--- src/rtl/sie_crc_arbiter_pkg.sv ---
// sie_crc_arbiter_pkg: shared state codes, requester ids (TX=0, RX=1), default update timeout, one-hot helper
package sie_crc_arbiter_pkg;
  typedef enum logic [2:0] {IDLE, CLR, OWNED, UPD_EN, UPD_SETTLE, UPD_WAIT, UPD_DONE} state_t;
  localparam logic REQ_TX = 1'b0;
  localparam logic REQ_RX = 1'b1;
  localparam logic [7:0] UPD_TIMEOUT_DEF = 8'd255;
  function automatic logic [1:0] onehot(input logic id);
    return id ? 2'b10 : 2'b01;
  endfunction
endpackage

--- src/rtl/sie_crc_arbiter_rr_pick.sv ---
// crc_rr_pick: combinational two-way round-robin choice (req, lastOwner -> valid, owner)
module crc_rr_pick
  import sie_crc_arbiter_pkg::*;
(
  input  logic [1:0] req,
  input  logic       lastOwner,
  output logic       valid,
  output logic       owner
);
  assign valid = |req;
  assign owner = &req ? ~lastOwner : (req[REQ_RX] ? REQ_RX : REQ_TX);
endmodule

--- src/rtl/sie_crc_arbiter.sv ---
// sie_crc_arbiter: grants the shared CRC5/CRC16 engines to TX(0)/RX(1), sequences clear/update handshakes, flags protocol errors
module sie_crc_arbiter
  import sie_crc_arbiter_pkg::*;
#(
  parameter logic [7:0] UPD_TIMEOUT = UPD_TIMEOUT_DEF
) (
  input  logic       clk,
  input  logic       rst,
  input  logic       ownReq0,
  input  logic       ownReq1,
  output logic       ownGnt0,
  output logic       ownGnt1,
  input  logic       updReq0,
  input  logic       updReq1,
  input  logic [7:0] updData0,
  input  logic [7:0] updData1,
  input  logic       upd160,
  input  logic       upd161,
  input  logic       upd5_8Bit0,
  input  logic       upd5_8Bit1,
  input  logic       clrReq0,
  input  logic       clrReq1,
  output logic       updDone0,
  output logic       updDone1,
  output logic [7:0] CRCData,
  output logic       CRC5En,
  output logic       CRC16En,
  output logic       CRC5_8Bit,
  output logic       rstCRC,
  input  logic       CRC5UpdateRdy,
  input  logic       CRC16UpdateRdy,
  output logic       busy,
  output logic       protoErr
);
  state_t state, nxt;
  logic [1:0] own_req, upd_req, clr_req, upd_16, upd_b8, gnt, done, own_mask;
  logic [7:0] upd_data [2];
  logic [7:0] cnt;
  logic owner, last_owner, pick_valid, pick_owner, sel16, rdy, timeout, take_upd, err;
  assign own_req = {ownReq1, ownReq0};
  assign upd_req = {updReq1, updReq0};
  assign clr_req = {clrReq1, clrReq0};
  assign upd_16 = {upd161, upd160};
  assign upd_b8 = {upd5_8Bit1, upd5_8Bit0};
  assign upd_data[0] = updData0;
  assign upd_data[1] = updData1;
  assign {ownGnt1, ownGnt0} = gnt;
  assign {updDone1, updDone0} = done;
  crc_rr_pick u_pick (
    .req(own_req),
    .lastOwner(last_owner),
    .valid(pick_valid),
    .owner(pick_owner)
  );
  assign rdy = sel16 ? CRC16UpdateRdy : CRC5UpdateRdy;
  assign timeout = state == UPD_WAIT && !rdy && cnt == UPD_TIMEOUT - 8'd1;
  assign own_mask = (state == OWNED) ? onehot(owner) : 2'b00;
  assign err = |((upd_req | clr_req) & ~own_mask) ||
               (state == OWNED && upd_req[owner] && clr_req[owner]) || timeout;
  always_comb begin
    nxt = state;
    take_upd = 1'b0;
    case (state)
      IDLE:       nxt = pick_valid ? CLR : IDLE;
      CLR:        nxt = OWNED;
      OWNED: begin
        if (!own_req[owner]) nxt = IDLE;
        else if (clr_req[owner]) nxt = CLR;
        else if (upd_req[owner]) begin
          nxt = UPD_EN;
          take_upd = 1'b1;
        end
      end
      UPD_EN:     nxt = UPD_SETTLE;
      UPD_SETTLE: nxt = UPD_WAIT;
      UPD_WAIT:   nxt = (rdy || timeout) ? UPD_DONE : UPD_WAIT;
      UPD_DONE:   nxt = own_req[owner] ? OWNED : IDLE;
      default:    nxt = IDLE;
    endcase
  end
  always_ff @(posedge clk or negedge rst) begin
    if (!rst) begin
      state <= IDLE;
      owner <= REQ_TX;
      last_owner <= REQ_RX;
      cnt <= '0;
      sel16 <= 1'b0;
      gnt <= '0;
      done <= '0;
      CRCData <= '0;
      CRC5En <= 1'b0;
      CRC16En <= 1'b0;
      CRC5_8Bit <= 1'b0;
      rstCRC <= 1'b0;
      busy <= 1'b0;
      protoErr <= 1'b0;
    end else begin
      state <= nxt;
      if (state == IDLE && pick_valid) begin
        owner <= pick_owner;
        last_owner <= pick_owner;
      end
      if (take_upd) begin
        CRCData <= upd_data[owner];
        CRC5_8Bit <= upd_b8[owner];
        sel16 <= upd_16[owner];
      end
      cnt <= (nxt == UPD_SETTLE) ? '0 : (state == UPD_WAIT && cnt != 8'hFF) ? cnt + 8'd1 : cnt;
      gnt <= (nxt == IDLE) ? 2'b00 : (nxt == OWNED) ? onehot(owner) : gnt;
      done <= (nxt == UPD_DONE) ? onehot(owner) : 2'b00;
      CRC5En <= take_upd && !upd_16[owner];
      CRC16En <= take_upd && upd_16[owner];
      rstCRC <= nxt == CLR;
      busy <= nxt != IDLE;
      protoErr <= protoErr | err;
    end
  end
endmodule

--- config.mk ---
export PLATFORM = sky130hd
export DESIGN_NAME = sie_crc_arbiter
export DESIGN_NICKNAME = d
export VERILOG_FILES = /design/src/rtl/sie_crc_arbiter_pkg.sv /design/src/rtl/sie_crc_arbiter_rr_pick.sv /design/src/rtl/sie_crc_arbiter.sv
export SDC_FILE = /design/constraint.sdc
export NUM_CORES = 1
export LEC_CHECK = 0
export BUFFER_PORTS_ARGS = -buffer_cell sky130_fd_sc_hd__buf_2
export CAP_MARGIN = 20
export CORE_MARGIN = 1
export CORE_UTILIZATION = 55
export DETAILED_ROUTE_END_ITERATION = 7
export HOLD_SLACK_MARGIN = 0.05
export PLACE_DENSITY_LB_ADDON = 0.15
export SLEW_MARGIN = 40
export SYNTH_ARGS = -nofsm -noshare
export SYNTH_HDL_FRONTEND = slang
export SYNTH_SLANG_ARGS = --single-unit
--- constraint.sdc ---
create_clock -name clk -period 5.25 [get_ports clk]
set_input_delay 1.575 -clock clk [delete_from_list [all_inputs] [get_ports clk]]
set_output_delay 1.575 -clock clk [all_outputs]
set_load 0.02 [all_outputs]
# ---- Word-level counts from Yosys, hierarchy flattened
# Cells that the tools add are included.
dict set report totals {
  regBits 32
  out_inout_bits 18
  wordCells 90
}
dict set report op_classes {
  addsub 1
  n_lt_le_gt_ge 2
  n_eq_ne 12
  mux 34
  bitwise_logic 6
  n_reduce_logical 21
}
# op count
set op_table {}
lappend op_table {{8-bit 2-to-1 mux} 5}
lappend op_table {{3-bit case mux with 7 select lines} 1}
lappend op_table {{1-bit 2-to-1 mux} 18}
lappend op_table {{3-bit equality test, second input constant} 5}
lappend op_table {{2-bit 2-to-1 mux} 7}
lappend op_table {{3-bit by 2-bit equality test with 1-bit output, second input constant} 3}
lappend op_table {{3-bit 2-to-1 mux} 3}
lappend op_table {{8-bit by 1-bit adder with 8-bit output, second input constant} 1}
lappend op_table {{8-bit equality test, second input constant} 1}
lappend op_table {{1-bit logical AND} 8}
lappend op_table {{8-bit inequality test, second input constant} 1}
lappend op_table {{3-bit by 1-bit equality test with 1-bit output, second input constant} 2}
lappend op_table {{3-bit zero test} 2}
lappend op_table {{2-bit nonzero test} 2}
lappend op_table {{2-bit OR reduction} 2}
lappend op_table {{1-bit logical OR} 3}
lappend op_table {{3-bit nonzero test} 1}
lappend op_table {{2-bit AND} 1}
lappend op_table {{2-bit greater-or-equal comparator, second input constant} 1}
lappend op_table {{1-bit zero test} 2}
lappend op_table {{1-bit by 2-bit < comparator with 1-bit output, second input constant} 1}
lappend op_table {{1-bit inverter with 2-bit output} 1}
lappend op_table {{2-bit inverter} 1}
lappend op_table {{2-bit bitwise OR} 1}
lappend op_table {{other kinds (3)} 3}

# ---- Logic depth before layout (Yosys ltp)
# Gate-level depths: netlist (run 1).
dict set report depth {
  depth_word 10
  mapped_depth 6
  mapped_depth_nobuf 6
}

# ---- Cells and area by module
# Synthesis (run 1) repeated with hierarchy kept, for this count alone.
dict set report unflattened {
  hier_cells 169
  area_unflattened_um2 1761.7
}
# module n_inst cells_each area_per_inst_um2 seq_area_each_um2
set modules_own_cells {}
lappend modules_own_cells {sie_crc_arbiter 1 167 1747.9 802.0}
lappend modules_own_cells {crc_rr_pick 1 2 13.8 0.0}

# ---- Least setup slack after synthesis (run 1)
# No wires, ideal clock.
dict set report synth_timing {
  path_type {input-to-reg}
  start {in clrReq1}
  end {reg gnt[1]}
  setup_time_ns 0.110
  t_arrival_ns 2.610
  required_ns 5.140
  slack_ns 2.530
  path_stages 4
  path_cell_list {mux2_2 > a2111oi_4 > a221oi_2 > o41ai_1}
}
dict set report synth_via {
  elab_chain_cells 7
}
# element line
set synth_lines {}
lappend synth_lines {{from (decl)} sie_crc_arbiter.sv:22} ;# input logic clrReq1,
lappend synth_lines {{1-bit 2-to-1 mux (not written as such) * (2 in series)} sie_crc_arbiter.sv:68} ;# else if (clr_req[owner]) nxt = CLR;
lappend synth_lines {{3-bit 2-to-1 mux *} sie_crc_arbiter.sv:68}
lappend synth_lines {{3-bit 2-to-1 mux *} sie_crc_arbiter.sv:67} ;# if (!own_req[owner]) nxt = IDLE;
lappend synth_lines {{3-bit case mux with 7 select lines *} sie_crc_arbiter.sv:63} ;# case (state)
lappend synth_lines {{3-bit by 2-bit equality test with 1-bit output / 3-bit zero test (equally long branches)} sie_crc_arbiter.sv:109} ;# gnt <= (nxt == IDLE) ? 2'b00 : (nxt == OWNED) ? onehot(owner) : gnt;
lappend synth_lines {{2-bit nonzero test (no source line) / 2-bit 2-to-1 mux (equally long branches)} --}
lappend synth_lines {{to (signal assigned)} sie_crc_arbiter.sv:109}
lappend synth_lines {{to (decl)} sie_crc_arbiter.sv:36} ;# logic [1:0] own_req, upd_req, clr_req, upd_16, upd_b8, gnt, done, own_mask;
# Mark *: on every way between the ends. The rest lies on a longest branch, timed or not. The select of a mux whose other input is x is not followed.
# A chain may end at the register's enable or synchronous reset.

# ---- Worst setup path after layout (run 1)
dict set report layout_timing {
  start {in clrReq0}
  end {reg sel16}
}
dict set report layout_via {
  elab_chain_cells 5
}
# element line
set layout_lines {}
lappend layout_lines {{from (decl)} sie_crc_arbiter.sv:21} ;# input logic clrReq0,
lappend layout_lines {{1-bit 2-to-1 mux (not written as such) (2 in series)} sie_crc_arbiter.sv:68}
lappend layout_lines {{1-bit 2-to-1 mux} sie_crc_arbiter.sv:68}
lappend layout_lines {{1-bit 2-to-1 mux} sie_crc_arbiter.sv:67}
lappend layout_lines {{1-bit 2-to-1 mux} sie_crc_arbiter.sv:63}
lappend layout_lines {{to (signal assigned)} sie_crc_arbiter.sv:106} ;# sel16 <= upd_16[owner];
lappend layout_lines {{to (decl)} sie_crc_arbiter.sv:39} ;# logic owner, last_owner, pick_valid, pick_owner, sel16, rdy, timeout, take_upd, err;
# No other way between the ends. The select of a mux whose other input is x is not followed.

==> flow_metrics.py, run 1 <==
metrics = {
    "route": {
        "vias": 1367,
        "wl_met2_um": 1670,
        "drt_wl_total_um": 3420,
        "firstDrtPassIters": 6,
        "ant_nets": 0,
        "highest_layer": "met4",
        "drt-initial-drc-count": 52,
        "dr_wl_met3_um": 173,
        "drc": 7,
        "drt-met1-wl_um": 1500,
        "wl_per_cell_um": 14.3,
        "viasPerCell": 5.72,
    },
    "setup_path": {
        "cp_slowest_stage_delay_ns": 0.70,
        "startpoint_type": "input port",
        "worst_ep_required_time_ns": 5.49,
        "endpoint_kind": "register",
        "crit_fanout": 21,
        "crit_buf_inv": 1,
        "criticalPathCategory": "in -> reg",
        "slowest_stage": "a211oi_4",
        "crit_arrival_ns": 3.11,
        "path_cells": "buf_2 > or3b_1 > a211oi_4 > and2_1 > nor2_1",
        "r2r_slack_ns": 3.05,
        "path_delay_family": "simple AND/OR/NAND/NOR gates",
    },
    "place": {
        "place_area_um2": 1900,
        "dp_hpwl_um": 2490,
        "port_buffers": 47,
        "place_congestion": 0.893,
        "dpl_worst_slack_ns": 2.02,
    },
    "pwr": {
        "power_density_nw_per_um2": 515,
        "clock_power_share": 0.205,
        "comb_power_share": 0.381,
        "p_leak_nw": 0.927,
        "seqPwrFrac": 0.413,
        "switchingPower_mw": 0.406,
        "power_switching_share": 0.395,
        "internal_power_mw": 0.622,
        "peakVddDrop_v": 0.000296,
    },
    "sta": {
        "setup_viol": 0,
        "worst-slew-pin-transition_ns": 0.762,
        "period_share": 0.546,
        "fmax_mhz": 349,
        "slew_violations": 0,
        "hold_violations": 0,
        "rsz0062_at_grt": "no",
        "tns_ns": 0,
        "fin_crit_ns": 2.87,
        "setup_ws_ns": 2.38,
        "clock_skew_ns": 0.00897,
        "slew_headroom": 0.490,
    },
    "floorplanning": {
        "die_w_um": 57.0,
        "core_um2": 2810,
        "io_pins": 48,
        "die-area_um2": 3250,
        "start_util": 0.594,
        "fp.dieH_um": 57.0,
        "rows": 19,
    },
    "global_route": {
        "grt_pass1_wl_um": 5930,
        "overflow": 0,
        "antenna_found_initial": 0,
        "grt_usage": 0.244,
        "grt_pass1_vias": 1362,
        "grt_max_degree": 33,
    },
    "cts": {
        "cts_setup_buffers": 0,
        "clkTransAtPathRegs_ns": 0.10,
        "cts.path.max_buffers": 2,
        "cts_buffers": 5,
        "cts_hold_buf": 0,
        "clockRootBuffer": "clkbuf_4",
        "h-tree-depth": 2,
        "cts_resized": 0,
        "clkLatencyLatePin_ns": 0.34,
        "cts_tree": "yes",
        "clock-sinks": 32,
    },
    "synth": {
        "ys_warn_count": 0,
        "synth.cell_area_um2": 1670,
        "synth_ff_type": "dfrtp_1",
        "synth.distinct_cells": 43,
        "synth_seq_area_share": 0.482,
        "syn_nets": 192,
        "synth_area_per_cell_um2": 10.4,
        "syn_inst": 160,
        "synth-edff-count": 0,
        "synth_seq_cells": 32,
        "async_reset_ff_frac": 1.00,
    },
    "run_status": {
        "status": "finished, violations left",
        "violations": "DRC",
    },
    "worst_hold_path": {
        "min_path_type": "reg -> reg",
    },
    "finish": {
        "area_delta_synth_final_pct": 19.8,
        "final_cell_mix": "buf_2, dfrtp_1, nor2_1",
        "layout_commonest_cell": "buf_2",
        "diodes": 0,
        "final.fill_count": 226,
        "utilization": 0.711,
        "fin_nets": 239,
        "layout-drive-gt1-share": 0.332,
        "design_area_um2": 2000,
    },
    "job": {
        "maxCapViolations": 0,
    },
}
[power by group through the flow]
stage / combinational, mW / clock [mW] / sequential (mW)
after detailed placement: 0.396 / 0 / 0.425
after floorplan: 0.276 / 0 / 0.443
final: 0.392 / 0.211 / 0.425
after global placement: 0.380 / 0 / 0.423
after CTS: 0.396 / 0.216 / 0.423
after global routing: 0.430 / 0.229 / 0.437
[cell usage after synthesis, types with 3 or more instances]
cell	count	area, um2
nand4_1	4	25.0
nand3_1	6	30.0
nand2_1	6	22.5
a21oi_1	13	65.1
inv_1	7	26.3
mux2i_1	11	110
nand3b_1	4	30.0
o41ai_1	3	26.3
xnor2_1	3	26.3
o21ai_0	6	30.0
nor3_1	3	15.0
nor2_1	23	86.3
a211oi_1	3	22.5
dfrtp_1	31	776
[final timing paths]
kind | start | to | cells after the start
min in group asynchronous | rst | CRC5En$_DFF_PN0_ | 1
max in group asynchronous | rst | owner$_DFFE_PN0P_ | 1
worst max-delay path | clrReq0 | sel16$_DFFE_PN0P_ | 5
worst min register to register | protoErr$_DFF_PN0_ | protoErr$_DFF_PN0_ | 1
worst max register to register | owner$_DFFE_PN0P_ | sel16$_DFFE_PN0P_ | 4
worst min-delay path | protoErr$_DFF_PN0_ | protoErr$_DFF_PN0_ | 1
[final cells by class]
cell class              count  area [um2]  share of cell area
clock inverters             1        30.0              0.0150
well taps                  31        38.8              0.0194
flip-flops and latches     32         803               0.403
repair buffers             47         235               0.118
multi-input cells         114         797               0.399
inverters                   7        26.3              0.0132
clock buffers               7        65.1              0.0326
[kinds of logic after synthesis]
logic type / count (synthesis) / share of synthesized area
DFF: 32 / 0.482
muxes: 13 / 0.0811
buffers and inverters: 14 / 0.0443
adders and majority gates: 2 / 0.0150
xor gates and xnor gates: 3 / 0.0158
AOI/OAI and AO/OA: 36 / 0.172
and+or+nand+nor: 60 / 0.190
[layer usage]
metal | vias up | global-route usage
li1 | 669 | -
met1 | 643 | 0.289
met2 | 47 | 0.407
met3 | 8 | 0.0726
met4 | 0 | 0.122
met5 | - | 0
[through the flow]
step | total power [mW] | hold WS [ns] | cells
detailed placement | 0.821 | 0.470 | 231
finish | 1.03 | 0.489 | 239
global route | 1.10 | 0.512 | 239
global placement | 0.803 | 0.461 | 231
floorplan | 0.719 | 0.458 | 160
CTS | 1.03 | 0.489 | 239
[sequential cells by signal, summed over array words and instances (netlist names)]
register and flops:
CRCData 8, cnt 8, state 3, done 2, gnt 2, CRC16En 1
CRC5En 1, CRC5_8Bit 1, busy 1, last_owner 1, owner 1, protoErr 1
rstCRC 1, sel16 1
No activity file was read; power rests on OpenSTA's default activity.
==> run 2: changes to the inputs <==
Settings changed: CORE_UTILIZATION 55 to 51.
Clock period 5.25 ns to 2.8 ns, I/O delays scaled along.
==> run 2 against run 1 <==
The flow now finishes without violations. Cell area decreased by 0.38%. Via count increased by 2.6%. Critical path depth unchanged. Count of clock-buffer cells in the layout unchanged. Power increased by 78%. Global-route usage decreased by 2.7 points. Highest routed layer unchanged. Die area increased by 7.6%. Flip-flop and latch count unchanged. Clock power increased by 38%. Routed wire length decreased by 0.85%. Sequential share of layout area increased by 0.089 points.
==> flow_metrics.py, run 2 (synthesized netlist as in run 1, its figures left out) <==
metrics = {
    "run_status": {
        "status": "complete, no violations",
    },
    "setup_path": {
        "crit_fanout": 5,
        "crit_arrival_ns": 2.13,
        "endpoint_kind": "register",
        "criticalPathCategory": "in -> reg",
        "r2r_slack_ns": 0.91,
        "r2r-start": "state[0]$_DFF_PN0_",
        "r2r_end": "rstCRC$_DFF_PN0_",
        "rr_worst_depth": 4,
        "worst_ep_required_time_ns": 3.01,
        "startpoint_type": "input port",
    },
    "cts": {
        "h-tree-depth": 2,
        "cts.path.max_buffers": 2,
        "clockRootBuffer": "clkbuf_4",
        "clkTransAtPathRegs_ns": 0.10,
        "cts_buffers": 5,
        "clock-sinks": 32,
        "clkLatencyLatePin_ns": 0.33,
        "cts_resized": 0,
        "cts_tree": "yes",
        "cts_setup_buffers": 0,
        "cts_hold_buf": 0,
    },
    "pwr": {
        "switchingPower_mw": 0.751,
        "power_mw": 1.83,
        "comb_power_share": 0.437,
        "power_density_nw_per_um2": 921,
        "power_switching_share": 0.410,
        "internal_power_mw": 1.08,
        "seqPwrFrac": 0.404,
        "peakVddDrop_v": 0.000454,
        "clock_power_share": 0.159,
        "p_leak_nw": 0.925,
    },
    "route": {
        "drc": 0,
        "ant_nets": 0,
        "drt-initial-drc-count": 53,
        "firstDrtPassIters": 4,
        "viasPerCell": 5.55,
        "vias": 1403,
        "drt_wl_total_um": 3400,
        "wl_per_cell_um": 13.4,
    },
    "worst_hold_path": {
        "worstHoldStart": "protoErr$_DFF_PN0_",
        "min_path_type": "reg -> reg",
        "min_path_cells": 1,
        "hold_end": "protoErr$_DFF_PN0_",
    },
    "sta": {
        "clock_skew_ns": 0.00937,
        "hold_slack_ns": 0.484,
        "rsz0062_at_grt": "no",
        "period_share": 0.684,
        "fin_crit_ns": 1.92,
        "hold_violations": 0,
        "worst-slew-pin-transition_ns": 0.715,
        "fmax_mhz": 522,
        "setup_viol": 0,
        "slew_violations": 0,
        "slew_headroom": 0.523,
        "tns_ns": 0,
    },
    "floorplanning": {
        "start_util": 0.541,
        "core_um2": 3080,
        "io_pins": 48,
        "die-area_um2": 3500,
        "fp.dieH_um": 59.1,
        "die_w_um": 59.1,
        "rows": 20,
    },
    "finish": {
        "layout_commonest_cell": "buf_2",
        "fin_nets": 241,
        "utilization": 0.646,
        "layout-drive-gt1-share": 0.330,
        "diodes": 0,
        "design_area_um2": 1990,
        "final_cell_mix": "buf_2, dfrtp_1, nor2_1",
        "area_delta_synth_final_pct": 19.4,
        "top_regs": "CRCData x8, cnt x8, state x3",
    },
    "place": {
        "place_congestion": 0.764,
        "port_buffers": 47,
        "dp_hpwl_um": 2520,
        "place_area_um2": 1920,
    },
    "global_route": {
        "grt_usage": 0.218,
        "grt_pass1_vias": 1303,
        "grt_pass1_wl_um": 5630,
        "grt_max_degree": 33,
        "overflow": 0,
        "antenna_found_initial": 0,
    },
    "job": {
        "maxCapViolations": 0,
    },
}
## run 2: cell type report
type                            instances  area, um2
Fill cell                             265       1090
Sequential cell                        32        802
Multi-Input combinational cell        114        790
Timing Repair Buffer                   49        250
Clock buffer                            7       65.1
Tap cell                               44       55.1
Inverter                                7       26.3
## run 2: metal layers
metal | vias up | global-route usage | routed length (um)
met5 | - | 0 | 0
li1 | 674 | - | -
met4 | 0 | 0.102 | 70
met2 | 46 | 0.362 | 1600
met3 | 9 | 0.0524 | 208
met1 | 674 | 0.267 | 1520
## run 2: how the worst max path moves through the flow
stage / start / endpoint / slack, ns / depth (start not counted)
after global routing: owner$_DFFE_PN0P_ / gnt[0]$_DFFE_PN0P_ / 0.76 / 5
final: clrReq0 / gnt[0]$_DFFE_PN0P_ / 0.88 / 5
after floorplan: clrReq1 / gnt[1]$_DFFE_PN0P_ / 0.81 / 4
after detailed placement: clrReq0 / gnt[0]$_DFFE_PN0P_ / 0.55 / 5
after CTS: clrReq0 / gnt[0]$_DFFE_PN0P_ / 0.90 / 5
after global placement: clrReq0 / gnt[0]$_DFFE_PN0P_ / 0.64 / 5
## run 2: power groups by stage
stage	combinational (mW)	clock, mW	sequential [mW]
final	0.800	0.291	0.739
after global routing	0.887	0.317	0.762
after CTS	0.805	0.299	0.739
after detailed placement	0.802	0	0.748
after global placement	0.780	0	0.740
after floorplan	0.518	0	0.830
## run 2: worst max-delay path: stages
cell,delay [ns]
buf_2,0.12
mux2_2,0.28
a2111oi_4,0.41
a221oi_2,0.10
o41ai_1,0.38
## run 2: metrics by stage
stage / setup WS (ns) / instances
final: 0.884 / 253
after global placement: 0.638 / 246
after floorplan: 0.815 / 160
after detailed placement: 0.546 / 246
after global routing: 0.756 / 253
after CTS: 0.896 / 253
